<file path="src/rtl/traffic_pkg.sv">
// Shared types and constants for the traffic-light vehicle sensor front end.
package traffic_pkg;

  typedef enum logic [1:0] {
    IDLE     = 2'd0,
    QUAL_ON  = 2'd1,
    PRESENT  = 2'd2,
    QUAL_OFF = 2'd3
  } sens_state_t;

  localparam logic [7:0] VEH_COUNT_MAX = 8'd255;

  // Vehicle count increments but never wraps past VEH_COUNT_MAX.
  function automatic logic [7:0] veh_count_inc(input logic [7:0] v);
    return (v == VEH_COUNT_MAX) ? v : v + 8'd1;
  endfunction

endpackage

</file>
<file path="src/rtl/vehicle_sensor_conditioner_sync2.sv">
// sync2: two-flop synchroniser for an asynchronous input, async active-low reset.
module sync2 #(
  parameter int unsigned WIDTH = 1
) (
  input  logic             clk,
  input  logic             rst,
  input  logic [WIDTH-1:0] i_d,
  output logic [WIDTH-1:0] o_q
);

  logic [WIDTH-1:0] r_meta;
  logic [WIDTH-1:0] r_sync;

  always_ff @(posedge clk or negedge rst) begin
    if (!rst) begin
      r_meta <= '0;
      r_sync <= '0;
    end else begin
      r_meta <= i_d;
      r_sync <= r_meta;
    end
  end

  assign o_q = r_sync;

endmodule

</file>
<file path="src/rtl/vehicle_sensor_conditioner.sv">
// Vehicle loop conditioner: synchronise, debounce, latch service request, count arrivals.
// Optional stuck-loop detection is built when SENSOR_STUCK_DET_EN is defined.
module vehicle_sensor_conditioner
  import traffic_pkg::*;
#(
  parameter int unsigned DEBOUNCE_CYCLES = 16,
  parameter int unsigned CNT_W           = 8,
  parameter int unsigned STUCK_CYCLES    = 60000,
  parameter int unsigned STUCK_W         = 16
) (
  input  logic       clk,
  input  logic       rst,
  input  logic       sensor_raw,
  input  logic       req_ack,
  output logic       veh_req,
  output logic [7:0] veh_count,
  output logic       stuck_fault
);

  localparam logic [CNT_W:0]   DEB_LIM = (CNT_W+1)'(DEBOUNCE_CYCLES);
  localparam logic [CNT_W-1:0] CNT_ONE = {{(CNT_W-1){1'b0}}, 1'b1};
  localparam bit               DEB_ONE = (DEBOUNCE_CYCLES == 1);

  logic              w_sensor_s;
  sens_state_t       r_state;
  sens_state_t       w_state_nxt;
  logic [CNT_W-1:0]  r_cnt;
  logic [CNT_W-1:0]  w_cnt_nxt;
  logic [CNT_W:0]    w_cnt_inc;
  logic              w_arrival;
  logic              w_fault_nxt;
  logic              r_req;
  logic [7:0]        r_count;

  sync2 #(.WIDTH(1)) u_sync (
    .clk (clk),
    .rst (rst),
    .i_d (sensor_raw),
    .o_q (w_sensor_s)
  );

  assign w_cnt_inc = {1'b0, r_cnt} + {{CNT_W{1'b0}}, 1'b1};

  // Counter only ever climbs to DEB_LIM, where the state changes and it clears.
  always_comb begin
    w_state_nxt = r_state;
    w_cnt_nxt   = r_cnt;
    w_arrival   = 1'b0;
    case (r_state)
      IDLE: begin
        if (w_sensor_s) begin
          if (DEB_ONE) begin
            w_state_nxt = PRESENT;
            w_cnt_nxt   = '0;
            w_arrival   = 1'b1;
          end else begin
            w_state_nxt = QUAL_ON;
            w_cnt_nxt   = CNT_ONE;
          end
        end
      end
      QUAL_ON: begin
        if (!w_sensor_s) begin
          w_state_nxt = IDLE;
          w_cnt_nxt   = '0;
        end else if (w_cnt_inc >= DEB_LIM) begin
          w_state_nxt = PRESENT;
          w_cnt_nxt   = '0;
          w_arrival   = 1'b1;
        end else begin
          w_cnt_nxt = w_cnt_inc[CNT_W-1:0];
        end
      end
      PRESENT: begin
        if (!w_sensor_s) begin
          if (DEB_ONE) begin
            w_state_nxt = IDLE;
            w_cnt_nxt   = '0;
          end else begin
            w_state_nxt = QUAL_OFF;
            w_cnt_nxt   = CNT_ONE;
          end
        end
      end
      QUAL_OFF: begin
        if (w_sensor_s) begin
          w_state_nxt = PRESENT;
          w_cnt_nxt   = '0;
        end else if (w_cnt_inc >= DEB_LIM) begin
          w_state_nxt = IDLE;
          w_cnt_nxt   = '0;
        end else begin
          w_cnt_nxt = w_cnt_inc[CNT_W-1:0];
        end
      end
      default: begin
        w_state_nxt = IDLE;
        w_cnt_nxt   = '0;
      end
    endcase
  end

  always_ff @(posedge clk or negedge rst) begin
    if (!rst) begin
      r_state <= IDLE;
      r_cnt   <= '0;
    end else begin
      r_state <= w_state_nxt;
      r_cnt   <= w_cnt_nxt;
    end
  end

`ifdef SENSOR_STUCK_DET_EN
  localparam logic [STUCK_W:0] STUCK_LIM = (STUCK_W+1)'(STUCK_CYCLES);

  logic [STUCK_W-1:0] r_stuck_tmr;
  logic [STUCK_W:0]   w_tmr_inc;
  logic               w_stay_present;
  logic               r_fault;

  assign w_stay_present = (r_state == PRESENT) && (w_state_nxt == PRESENT);
  assign w_tmr_inc      = {1'b0, r_stuck_tmr} + {{STUCK_W{1'b0}}, 1'b1};
  assign w_fault_nxt    = r_fault | (w_stay_present && (w_tmr_inc >= STUCK_LIM));

  always_ff @(posedge clk or negedge rst) begin
    if (!rst) begin
      r_stuck_tmr <= '0;
      r_fault     <= 1'b0;
    end else begin
      r_fault <= w_fault_nxt;
      if (w_stay_present) begin
        if (w_tmr_inc <= STUCK_LIM) begin
          r_stuck_tmr <= w_tmr_inc[STUCK_W-1:0];
        end
      end else begin
        r_stuck_tmr <= '0;
      end
    end
  end

  assign stuck_fault = r_fault;
`else
  logic w_unused_cfg;
  assign w_unused_cfg = ^{32'(STUCK_CYCLES), 32'(STUCK_W)};
  assign w_fault_nxt  = 1'b0;
  assign stuck_fault  = 1'b0;
`endif

  // Arrival (and a stuck loop, when built) takes priority over acknowledge.
  always_ff @(posedge clk or negedge rst) begin
    if (!rst) begin
      r_req   <= 1'b0;
      r_count <= 8'd0;
    end else begin
      if (w_arrival || w_fault_nxt) begin
        r_req <= 1'b1;
      end else if (req_ack) begin
        r_req <= 1'b0;
      end
      if (w_arrival) begin
        r_count <= veh_count_inc(r_count);
      end
    end
  end

  assign veh_req   = r_req;
  assign veh_count = r_count;

endmodule

</file>
<file path="config.mk">
export PLATFORM = sky130hd
export DESIGN_NAME = vehicle_sensor_conditioner
export DESIGN_NICKNAME = d
export VERILOG_FILES = /design/src/rtl/traffic_pkg.sv /design/src/rtl/vehicle_sensor_conditioner_sync2.sv /design/src/rtl/vehicle_sensor_conditioner.sv
export SDC_FILE = /design/constraint.sdc
export NUM_CORES = 1
export LEC_CHECK = 0
export BUFFER_PORTS_ARGS = -buffer_cell sky130_fd_sc_hd__buf_2
export CORE_ASPECT_RATIO = 0.75
export CORE_UTILIZATION = 58
export CTS_CLUSTER_DIAMETER = 50
export CTS_CLUSTER_SIZE = 30
export DETAILED_ROUTE_END_ITERATION = 6
export GPL_ROUTABILITY_DRIVEN = 1
export MAX_ROUTING_LAYER = met4
export PLACE_DENSITY = 0.88
export SKIP_LAST_GASP = 1
export SLEW_MARGIN = 20
export SYNTH_ARGS = -nofsm -noshare
export SYNTH_HDL_FRONTEND = slang
export SYNTH_SLANG_ARGS = --single-unit
</file>
<file path="constraint.sdc">
create_clock -name clk -period 3.1 [get_ports clk]
set_clock_uncertainty 0.1 [all_clocks]
set_input_delay 0.31 -clock clk [delete_from_list [all_inputs] [get_ports clk]]
set_output_delay 0.31 -clock clk [all_outputs]
set_load 0.05 [all_outputs]
</file>
==> flow_summary.json, run 1 <==
{
  "rsz0062_at_grt": "no",
  "post-route-drc-count": 0,
  "critical_path_required_ns": 3.20,
  "timing.final.crit_period_ns": 1.968,
  "detail_route.wirelength_mm": 1.767,
  "grt_overflow_total": 0,
  "synth-warning-count": 0,
  "async_reset_ff_share_pct": 100.0,
  "post_synth_num_cell_types": 39,
  "post_synthesis_instance_total": 84,
  "grt_antenna_before_repair": 0,
  "ys_ff_latch": 21,
  "synth_ff_type": "dfrtp_1",
  "finalWorstSetupSlack_ns": 1.132,
  "finalNonFillerCells": 122,
  "setup_viol_count_final": 0,
  "cts_sinks": 21,
  "first_global_vias": 623,
  "ant_nets_after_route": 0,
  "worstSkewPairLatency_ns": 0.31,
  "grt_max_degree": 22,
  "core_mm2": 0.001546,
  "row_count": 12,
  "initial_utilization_pct": 65.05,
  "postSynthAreaPerCell_um2": 11.98,
  "die_area_mm2": 0.001907,
  "fin_crit_sh_pct": 63.49,
  "htree_num_levels": 1,
  "hp-class": "input pin to flop",
  "viasPerCell": 5.836,
  "cts_buffer_count": 3,
  "grt_pass1_wl_mm": 2.904,
  "ys_seq_area_share_pct": 52.24,
  "drt-pass1-iter-count": 4,
  "static-leakage-power_nw": 0.5854,
  "fin_tns_setup_ns": 0,
  "report.final.hold_viol_count": 0,
  "detailed_place_hpwl_mm": 1.261,
  "number_of_enable_type_register_cells_in_the_synthesized_netlist": 0,
  "num_io_pins": 14,
  "placement.cell_area_mm2": 0.001085,
  "clk_pin_slew_worst_paths_ns": 0.11,
  "summed_area_of_non_filler_cells_in_the_final_layout_mm2": 0.001131,
  "clockBufferDepth": 2,
  "cap_viol_max_count": 0,
  "insertedDiodeCount": 0,
  "worstSetupStartpointType": "flop",
  "area_growth_syn_to_layout_pct": 12.44,
  "dp_cells": 116,
  "layout-drive-gt1-share_pct": 23.76,
  "cts_root_buf": "clkbuf_4",
  "layout.filler_cells": 112,
  "ir_worst_vdd_mv": 0.3571,
  "place.gp.congestion": 0.9055,
  "powerDensity_mw_per_mm2": 397.9,
  "synthesized_netlist_net_count": 91,
  "peak_fanout_along_the_critical_path": 10,
  "final-max-slew-violation-count": 0,
  "num_vias": 712,
  "layout.cells.most_common": "dfrtp_1",
  "grtUsageTotal_pct": 22.84,
  "clock.fmax_mhz": 508.1,
  "total_power_uw": 450.0,
  "end_kind": "flop",
  "dieWidth_um": 50.09,
  "netlist_area_mm2": 0.001006,
  "port-buffer-count": 12,
  "tritoncts": "built",
  "drt_iter0_drc": 22,
  "mostFrequentLayoutCells": "dfrtp_1 (21), buf_2 (12), nand3_1 (5), and2_1 (5)",
  "fin_nets": 109,
  "critPathKind": "flop to flop",
  "critical_path_arrival_ns": 2.07,
  "pre_cts_slack_ns": 1.176,
  "chipHeight_um": 38.07,
  "outcome": "finished clean",
  "avgRoutedWirePerCell_um": 14.48
}
worst max-delay path: stages (launching register included):
cell	delay (ns)
dfrtp_1	0.46
ha_1	0.29
a31oi_1	0.15
a41oi_2	0.44
o21ai_1	0.14
mux2_2	0.28
cells by family (layout without fill, tap and decap cells):
kind of cell,Yosys count,count (layout),share of synthesized area (%)
DFF,21,21,52.24
xor gates and xnor gates,8,8,6.964
buffers and inverters,3,20,1.493
AOI/OAI and AO/OA,20,20,17.79
and+or+nand+nor,26,26,15.17
muxes,2,2,2.239
other,1,1,0.3728
adders and majority gates,3,3,3.732
per-stage QoR:
stage / utilization, % / hold slack, ns
after floorplan: - / -0.08559
after global placement: 70.15 / 0.1836
after detailed placement: 70.15 / 0.1859
after CTS: 72.49 / 0.00006561
after global routing: 73.14 / 0.2021
final: 73.14 / 0.1826
synth_stat cells, drive strengths merged (2+ instances only):
library cell	number	area (um^2)
dfrtp	21	525.5
and2	5	31.28
nand3	5	25.02
nand2	4	15.01
o21ai	4	23.77
xnor2	4	35.03
xor2	4	35.03
ha	3	37.54
a21oi	2	10.01
and3b	2	18.77
inv	2	7.510
mux2	2	22.52
nor2	2	7.510
nor3	2	15.01
or3	2	12.51
routing by layer:
layer  part of all wire (%)  wire length (um)  GRT usage (%)
met1                     49               861          30.39
met2                     44               779          32.67
met3                    5.6                99          7.143
met4                    1.5                27          9.286
met5                      0                 0              -
power breakdown:
part | leakage (nW) | switching [mW] | total [mW] | internal, mW
combinational | 0.287 | 0.0179 | 0.0294 | 0.0115
sequential | 0.283 | 0.00931 | 0.289 | 0.280
clock | 0.0150 | 0.0810 | 0.131 | 0.0503
state kept, by name (all words and copies together), names as in the netlist, named ones only:
register and flops:
veh_count 8, r_cnt 8, veh_req 1, u_sync.r_meta 1, u_sync.o_q 1, r_state 1
area by class of cell:
cell class	instances	area (um^2)	area share (%)
clock buffers	4	26.28	2.323
inverters	2	7.507	0.6637
multi-input cells	60	465.4	41.15
flip-flops and latches	21	525.5	46.46
well taps	21	26.28	2.323
repair buffers	14	80.08	7.080
final timing paths:
| check | startpoint | endpoint | slack, ns | cells after the start |
|---|---|---|---|---|
| setup reg to reg | r_cnt[0] | flop | 1.13 | 5 |
| hold / removal | req_ack | veh_req | 0.18 | 3 |
| min in group asynchronous | rst | veh_count[7] | 0.37 | 2 |
| setup / recovery | r_cnt[0] | flop | 1.13 | 5 |
| hold reg to reg | u_sync.r_meta | u_sync.o_q | 0.27 | 0 |
| max in group asynchronous | rst | veh_count[1] | 2.23 | 2 |
repair_timing:
action | in CTS | in global routing
buffers inserted | 0 | 0
resized for setup | 0 | 0
setup endpoints to repair | 0 | 0
hold buffers | 1 | 1
endpoints found under the hold margin | 21 | 1
(Power assumes the default switching activity.)
==> inputs of run 2 (changes only) <==
--- a/config.mk
+++ b/config.mk
@@ -7,13 +7,13 @@
 export LEC_CHECK = 0
 export BUFFER_PORTS_ARGS = -buffer_cell sky130_fd_sc_hd__buf_2
 export CORE_ASPECT_RATIO = 0.75
-export CORE_UTILIZATION = 58
+export CORE_UTILIZATION = 49
 export CTS_CLUSTER_DIAMETER = 50
 export CTS_CLUSTER_SIZE = 30
 export DETAILED_ROUTE_END_ITERATION = 6
 export GPL_ROUTABILITY_DRIVEN = 1
 export MAX_ROUTING_LAYER = met4
-export PLACE_DENSITY = 0.88
+export PLACE_DENSITY = 0.8
 export SKIP_LAST_GASP = 1
 export SLEW_MARGIN = 20
 export SYNTH_ARGS = -nofsm -noshare
==> constraint.sdc (replaced) <==
create_clock -name clk -period 1.74 [get_ports clk]
set_clock_uncertainty 0.1 [all_clocks]
set_input_delay 0.174 -clock clk [delete_from_list [all_inputs] [get_ports clk]]
set_output_delay 0.174 -clock clk [all_outputs]
set_load 0.05 [all_outputs]
==> run 2 against run 1 <==
Setup slack got worse by 1.1 ns. Count of clock-buffer cells in the layout shrank 1. Via count grew 10%. Worst hold slack worse by 0.13 ns. Power increased by 86%. Routed wire length grew 23%. Die area grew 17%. Sequential share of layout area shrank 5.4 points. Critical path type unchanged.
==> flow_summary.json, run 2 (synthesis results as in run 1) <==
{
  "outcome": "finished clean",
  "clock.fmax_mhz": 575.3,
  "avgRoutedWirePerCell_um": 16.59,
  "timing.final.crit_period_ns": 1.738,
  "post-route-drc-count": 0,
  "ant_nets_after_route": 0,
  "critPathKind": "flop to flop",
  "grt_pass1_wl_mm": 3.256,
  "grtUsageTotal_pct": 23.03,
  "peak_fanout_along_the_critical_path": 5,
  "first_global_vias": 702,
  "die_area_mm2": 0.002240,
  "worst_r2r_startpoint": "r_cnt[0]",
  "fin_tns_setup_ns": 0,
  "setup_viol_count_final": 0,
  "tritoncts": "built",
  "grt_max_degree": 22,
  "slowest_stage": "dfrtp_2",
  "mostFrequentLayoutCells": "dfrtp_1 (14), buf_2 (12), dfrtp_2 (7)",
  "layout-drive-gt1-share_pct": 42.20,
  "layout.filler_cells": 132,
  "min_from": "req_ack",
  "viasPerCell": 5.985,
  "worstPathCellList": "ha_4 -> a31oi_4 -> a41oi_4 -> o21ai_2 -> mux2_4",
  "num_io_pins": 14,
  "detailed_place_hpwl_mm": 1.422,
  "critical_path_required_ns": 1.84,
  "fin_nets": 117,
  "row_count": 13,
  "clockBufferDepth": 2,
  "worstSkewPairLatency_ns": 0.30,
  "insertedDiodeCount": 0,
  "core_mm2": 0.001822,
  "drt_iter0_drc": 15,
  "place.gp.congestion": 0.8607,
  "cts_sinks": 21,
  "dieWidth_um": 54.32,
  "chipHeight_um": 41.24,
  "powerDensity_mw_per_mm2": 642.5,
  "fin_crit_sh_pct": 99.90,
  "initial_utilization_pct": 55.22,
  "critical_path_arrival_ns": 1.84,
  "layout.cells.most_common": "dfrtp_1",
  "area_growth_syn_to_layout_pct": 29.35,
  "fin_hold_ws_ns": 0.05349,
  "cts_buffer_count": 3,
  "clk_pin_slew_worst_paths_ns": 0.11,
  "grt_antenna_before_repair": 0,
  "ir_worst_vdd_mv": 0.5706,
  "hp-class": "input pin to flop",
  "grt_overflow_total": 0,
  "worstSetupStartpointType": "flop",
  "cts_root_buf": "clkbuf_4",
  "static-leakage-power_nw": 0.6382,
  "summed_area_of_non_filler_cells_in_the_final_layout_mm2": 0.001301,
  "port-buffer-count": 12,
  "timing.critical_path.slowest_cell_delay_ns": 0.47,
  "report.final.hold_viol_count": 0,
  "cap_viol_max_count": 0,
  "final-max-slew-violation-count": 0,
  "placement.cell_area_mm2": 0.001144,
  "detail_route.wirelength_mm": 2.173,
  "end_kind": "flop",
  "drt-pass1-iter-count": 4,
  "num_vias": 784,
  "rsz0062_at_grt": "yes",
  "crit_start": "r_cnt[0]",
  "htree_num_levels": 1
}
==> run 2: cell count changes in the layout (fill, tap and decap cells not counted), moves of 2 or more <==
cell and delta:
dfrtp_1 -7, mux2_4 +2, mux2_2 -2, buf_4 +6
dfrtp_2 +7
==> run 2: metal layers <==
layer / global-route usage (%) / wire [um] / up-vias
li1: - / - / 363
met1: 28.64 / 982 / 392
met2: 35.06 / 1036 / 25
met3: 8.519 / 123 / 4
met4: 7.051 / 31 / 0
met5: - / 0 / -
==> run 2: cell type report <==
cell class | count | area [um^2] | share of cell area [%]
clock inverters | 1 | 5.005 | 0.3846
clock buffers | 3 | 22.52 | 1.731
flip-flops and latches | 21 | 534.3 | 41.06
repair buffers | 21 | 145.1 | 11.15
multi-input cells | 61 | 559.3 | 42.98
inverters | 2 | 7.507 | 0.5769
well taps | 22 | 27.53 | 2.115
==> run 2: timing repair <==
item,CTS,global route
hold endpoints to repair,22,0
gates cloned,0,1
endpoints found under the setup margin,10,10
hold buffers,2,0
gates resized for setup,6,8
pin swaps,2,6
buffers inserted,1,1
==> run 2: final timing paths <==
path,slack [ns],depth (start not counted),end
max,0.002,5,veh_count[1]
min,0.05,3,veh_req
max reg2reg,0.002,5,veh_count[1]
min reg2reg,0.27,0,u_sync.o_q
max in group asynchronous,0.96,2,veh_count[1]
min in group asynchronous,0.24,2,r_cnt[1]
==> run 2: critical path, delay by kind of cell (launching register included) <==
kind            cells  cell delay [ns]
compound gates      3             0.55
fa+ha+maj           1             0.20
flops               1             0.47
mux                 1             0.31
==> run 2: metrics by stage <==
stage               utilization [%]  setup WS [ns]  std cells  power [mW]
global placement              62.77       -0.01264        123      0.5833
finish                        71.43       0.001733        131      0.8361
global route                  71.43       -0.04529        131      0.8802
detailed placement            62.77        -0.1198        123      0.5862
floorplan                         -       0.004719         84      0.5544
CTS                           68.61       0.001465        130      0.8493
==> run 2: report_power, final <==
part	internal [mW]	total (mW)	switching, mW
Sequential	0.500	0.520	0.0199
Combinational	0.0409	0.0848	0.0439
Clock	0.0858	0.231	0.145
Total	0.627	0.836	0.209
